## config.mk

```make
export PLATFORM = sky130hd
export DESIGN_NAME = mem_rmw_ctrl
export DESIGN_NICKNAME = d
export VERILOG_FILES = /design/src/rtl/mem_rmw_ctrl.sv
export SDC_FILE = /design/constraint.sdc
export NUM_CORES = 1
export LEC_CHECK = 0
export CORE_MARGIN = 2
export CORE_UTILIZATION = 25
export CTS_BUF_LIST = sky130_fd_sc_hd__clkbuf_8
export DETAILED_ROUTE_END_ITERATION = 7
export HOLD_SLACK_MARGIN = 0.08
export SYNTH_ARGS = -nofsm -noshare
export SYNTH_HDL_FRONTEND = slang
export SYNTH_SLANG_ARGS = --single-unit
export TNS_END_PERCENT = 10
```

## constraint.sdc

```tcl
create_clock -name clk -period 2.6 [get_ports clk]
set_clock_uncertainty 0.1 [all_clocks]
set_input_delay 0.39 -clock clk [delete_from_list [all_inputs] [get_ports clk]]
set_output_delay 0.39 -clock clk [all_outputs]
set_load 0.03 [all_outputs]
```

## src/rtl/mem_rmw_ctrl.sv

```systemverilog
// MEM-stage data RAM controller: single-cycle word stores, two-cycle read-modify-write
// for sb/sh, and next-cycle load extraction. Optional misalignment trap: MEM_MISALIGN_TRAP_EN.
module mem_rmw_ctrl #(
  parameter int ADDR_W = 32,
  parameter int RAM_AW = 12
) (
  input  logic              clk,
  input  logic              rst_n,
  input  logic              mem_ren,
  input  logic              mem_wen,
  input  logic [1:0]        mask_mode,
  input  logic              load_sext,
  input  logic [ADDR_W-1:0] addr,
  input  logic [31:0]       wdata,
  output logic              need_stall,
  output logic              busy,
  output logic [RAM_AW-1:0] ram_addr,
  output logic              ram_we,
  output logic [31:0]       ram_wdata,
  input  logic [31:0]       ram_rdata,
  output logic [31:0]       load_data
`ifdef MEM_MISALIGN_TRAP_EN
  ,
  output logic              misalign_err
`endif
);

  typedef enum logic {IDLE, RMW_WR} state_t;

  state_t            state, state_next;
  logic [RAM_AW-1:0] rmw_addr;
  logic [1:0]        rmw_off;
  logic              rmw_half;
  logic [15:0]       rmw_wdata;
  logic              ld_valid;
  logic [1:0]        ld_off;
  logic [1:0]        ld_mask;
  logic              ld_sext;
  logic [31:0]       load_q;
  logic [31:0]       merged;
  logic              st_sub;
  logic              ld_go;
  logic              mis;
  logic              unused_addr_bits;

  assign unused_addr_bits = ^addr[ADDR_W-1:RAM_AW+2];

`ifdef MEM_MISALIGN_TRAP_EN
  logic ld_mis;
  assign mis = ((mask_mode == 2'b01) && addr[0]) || (mask_mode[1] && (addr[1:0] != 2'b00));
`else
  assign mis = 1'b0;
`endif

  always_comb begin
    state_next = state;
    need_stall = 1'b0;
    busy       = 1'b0;
    ram_we     = 1'b0;
    ram_addr   = addr[RAM_AW+1:2];
    ram_wdata  = wdata;
    st_sub     = 1'b0;
    ld_go      = 1'b0;
    case (state)
      IDLE: begin
        // A store takes priority over a simultaneous load.
        if (mem_wen) begin
          if (!mis) begin
            if (mask_mode[1]) begin
              ram_we = 1'b1;
            end else begin
              need_stall = 1'b1;
              st_sub     = 1'b1;
              state_next = RMW_WR;
            end
          end
        end else if (mem_ren) begin
          ld_go = 1'b1;
        end
      end
      RMW_WR: begin
        busy       = 1'b1;
        ram_we     = 1'b1;
        ram_addr   = rmw_addr;
        ram_wdata  = merged;
        state_next = IDLE;
      end
      default: state_next = IDLE;
    endcase
  end

  always_comb begin
    merged = ram_rdata;
    if (!rmw_half) begin
      merged[{rmw_off, 3'b000} +: 8] = rmw_wdata[7:0];
    end else if (rmw_off[1]) begin
      merged[31:16] = rmw_wdata;
    end else begin
      merged[15:0] = rmw_wdata;
    end
  end

  always_comb begin
    logic [7:0]  lb;
    logic [15:0] lh;
    lb        = ram_rdata[{ld_off, 3'b000} +: 8];
    lh        = ram_rdata[{ld_off[1], 4'b0000} +: 16];
    load_data = load_q;
    if (ld_valid) begin
      case (ld_mask)
        2'b00:   load_data = {{24{ld_sext & lb[7]}}, lb};
        2'b01:   load_data = {{16{ld_sext & lh[15]}}, lh};
        default: load_data = ram_rdata;
      endcase
`ifdef MEM_MISALIGN_TRAP_EN
      if (ld_mis) load_data = 32'h0;
`endif
    end
  end

  always_ff @(posedge clk or negedge rst_n) begin
    if (!rst_n) begin
      state     <= IDLE;
      rmw_addr  <= '0;
      rmw_off   <= 2'b00;
      rmw_half  <= 1'b0;
      rmw_wdata <= 16'h0;
      ld_valid  <= 1'b0;
      ld_off    <= 2'b00;
      ld_mask   <= 2'b00;
      ld_sext   <= 1'b0;
      load_q    <= 32'h0;
    end else begin
      state    <= state_next;
      ld_valid <= ld_go;
      load_q   <= load_data;
      if (st_sub) begin
        rmw_addr  <= addr[RAM_AW+1:2];
        rmw_off   <= addr[1:0];
        rmw_half  <= mask_mode[0];
        rmw_wdata <= wdata[15:0];
      end
      if (ld_go) begin
        ld_off  <= addr[1:0];
        ld_mask <= mask_mode;
        ld_sext <= load_sext;
      end
    end
  end

`ifdef MEM_MISALIGN_TRAP_EN
  always_ff @(posedge clk or negedge rst_n) begin
    if (!rst_n) begin
      ld_mis       <= 1'b0;
      misalign_err <= 1'b0;
    end else begin
      misalign_err <= (state == IDLE) && (mem_ren || mem_wen) && mis;
      if (ld_go) ld_mis <= mis;
    end
  end
`endif

endmodule

```

==> results of run 1 <==
-- flip-flops by register name (all words and copies together) (netlist names) --
signal     flops
ld_mask        2
ld_off         2
ld_sext        1
ld_valid       1
load_q        32
rmw_addr      12
rmw_half       1
rmw_off        2
rmw_wdata     16
state          1
-- metal layers --
layer / track usage [%] / part of all wire [%] / vias to the layer above
met1: 23.9 / 42 / 2331
met4: 4.95 / 1.8 / 0
li1: - / - / 2240
met3: 4.74 / 6.5 / 18
met5: 0 / 0 / -
met2: 30.0 / 49 / 151
-- synth_stat cells (2+ instances only) --
library cell and number:
dfrtp_1 70, nand2_1 70, mux2_2 62, mux2i_1 40, a221oi_1 38, a21oi_1 32
clkbuf_1 32, o21ai_0 29, nor2_1 26, inv_1 22, o22ai_1 16, a221oi_2 10
buf_2 8, nand3_1 8, and2_1 7, o32ai_1 7, ha_1 5, buf_1 3
nor2b_1 3, buf_6 2, nand2b_1 2, nor3b_2 2
-- final cells by class --
cell class | instances | area share [%]
clock buffer | 10 | 1.72
sequential | 70 | 22.1
multi-input combinational | 371 | 40.2
inverter | 23 | 1.11
clock inverter | 6 | 1.07
timing repair buffer | 215 | 30.2
tap | 234 | 3.67
-- through the flow --
stage               instance area (sq um)  setup TNS (ns)
finish                               7980          -0.673
CTS                                  7820          -0.886
floorplan                            4840          -0.470
global placement                     7150           -4.10
global route                         7980           -3.62
detailed placement                   7150           -4.40
-- worst max-delay path by stage --
stage	start	end	slack, ns	cells after the start
2_1_floorplan	rmw_off[1]	ram_wdata[10]	-0.05	9
3_3_place_gp	ram_rdata[7]	load_data[19]	-0.27	7
3_5_place_dp	ram_rdata[7]	load_data[21]	-0.28	7
4_1_cts	rmw_off[1]	ram_wdata[30]	-0.09	8
5_1_grt	rmw_off[1]	ram_wdata[29]	-0.17	8
6_report	rmw_off[1]	ram_wdata[31]	-0.09	8
-- timing repair --
item	CTS	global route
endpoints found under the setup margin	52	63
setup buffers	7	3
cloned	2	0
pin swaps	5	7
endpoints found under the hold margin	43	0
hold buffers	1	0
resized for setup	81	31
-- cell families after synthesis --
logic type,Yosys count,synth area share [%]
buffers and inverters,69,6.27
AO/OA/AOI/OAI,137,20.6
multiplexers,103,23.4
AND/OR/NAND/NOR,126,11.8
adder cells (fa/ha/maj),5,1.31
flip-flops,70,36.6
-- where the power goes --
part           switching [mW]  total [mW]  leakage (nW)  internal (mW)
logic                    1.44        2.77          2.38           1.33
clock network           0.462        1.02         0.108          0.563
registers               0.196        1.52         0.825           1.32
==> metrics.md, run 1 <==
| Metric | Value |
|---|---|
| Buffers on Ports | `163` |
| Ports | `182` |
| Fmax | `between 0.3 and 0.4 GHz` |
| Root buffer selected by CTS | `clkbuf_8` |
| # DRC | `0` |
| First-pass GRT wire length | `28000 microns` |
| Register area | `1760 sq um` |
| Footprint of the multi-input gates | `3210 sq um` |
| Cells after Synth | `510` |
| Critical path start-end classification | `reg2out` |
| WHS Path Cells | `1` |
| Critical path, cell by cell | `inv_4 -> ha_4 -> nor4bb_4 -> buf_4 -> a221oi_2 -> a21oi_2 -> mux2_4 -> buf_6` |
| Commonest non-fill, non-tap cell in the layout | `clkdlybuf4s50_1` |
| Share of the synthesized area in the top cell type | `between 30% and 40%` |
| CP Capture Type | `output pin` |
| CP max FO | `4` |
| Post-synth EDFFs | `0` |
| Row count | `50` |
| Failing checks | `negative setup slack` |
| Placed Cells | `901` |
| Final core occ | `42.5%` |
| Final worst-path cycle share | `103%` |
| Pre-CTS setup slack | `-0.279 ns` |
| Routed wire per std cell | `20.1 microns` |
| H-tree levels | `3` |
| Non-filler cells, final | `929` |
| Slew HR | `56.8%` |
| Fraction of layout cells with a size suffix above 1 | `41.2%` |
| Setup slack after layout | `-0.0855 ns` |
| Total GRT Usage | `a little under a fifth` |
| Hold_ws | `0.392 ns` |
| Worst R2R Path Depth | `4` |
| Worst VDD drop | `0.231 mV` |
| Detailed-router iteration count before antenna repair | `5` |
| Worst r2r src | `state` |
| Nets | `798` |
| Buf/Inv on CP | `3` |
| R2r setup slk | `0.63 ns` |
| Critical path launch point type | `flip-flop` |
| Total gr overflow | `0` |
| Seq/Total Area, Yosys | `36.6%` |
| Vias in the first global route | `4617` |
| CP max stage cell | `dfrtp_2` |
| Core Area | `18800 sq um` |
| Starting Density | `25.5%` |
| DP HPWL | `13600 microns` |
| Slew @ Worst Pin | `0.647 ns` |
| Synth warnings | `0` |
| Unrepaired setup endpoints after global routing | `true` |
| Skew-Pair Late Insertion Delay | `0.37 ns` |
| CTS tree | `yes` |
| Max-slew violations | `0` |
| Worst Hold Class | `reg2reg` |
| Vias post-DR | `4740` |
| Initial antenna violation count | `0` |
| Max Cap Viol | `0` |
| Die Area | `20300 sq um` |
| # diodes | `0` |
| Avg Inst Size Synth | `9.39 sq um` |
| Crit-path leading delay family | `flip-flops` |
| Area Growth Syn to Fin | `66.7%` |
| Status | `finished with violations` |
| Arrival @ worst endpoint | `2.20 ns` |
| Die Height | `142 microns` |
| Vias per cell | `5.10` |
| HP Start | `load_q[7]` |
| Ys async rst share | `100%` |
| Hold Path End | `load_q[7]` |
| Max clock buf depth | `2` |
| Lkg Pwr | `3.31 nW` |
| Post-synth cell types | `38` |
| Num CTS Buffers | `9` |
| FILL cells | `approximately 1800` |
| Final-report setup violation count | `16` |
| Syn nets | `618` |
| Main area contributors after synthesis | `dfrtp_1, mux2_2, mux2i_1, a221oi_1, nand2_1` |
| Period minus WS final | `2.69 ns` |
| CP required | `roughly 2.1 ns` |
| Crit path largest cell delay | `0.45 ns` |
| Drt first-iter violations | `325` |
| Reg-to-reg endpoint | `rmw_addr[5]` |
| DRT antenna net count | `0` |
| Final hold vios | `0` |
| Leading area contributor after synthesis | `dfrtp_1` |
| Worst-path clk slew | `roughly 0.080 ns` |
| Commonest non-fill, non-tap cells in the layout | `clkdlybuf4s50_1, nand2_1, buf_4, dfrtp_1, mux2_2` |
| Post-Route WL | `18700 microns` |
| Die Wd | `142 microns` |
| Largest net degree at the start of global routing | `45` |
| Number of synthesized register bits | `70` |
| Gpl congestion | `0.875` |
| Total power per unit cell area | `approximately 670 nW/um^2` |
| Top FF cell, synth | `dfrtp_1` |
| Total power | `5.31 mW` |
| Post-Syn Area | `4790 sq um` |
| Clock tree sinks | `70` |
(Power assumes the default switching activity.)
==> inputs of run 2 (changes only) <==
Settings changed: CTS_CLUSTER_DIAMETER set to 80.
==> results of run 2 <==
No change in the layout: final DEF, timing and power equal those of run 1.
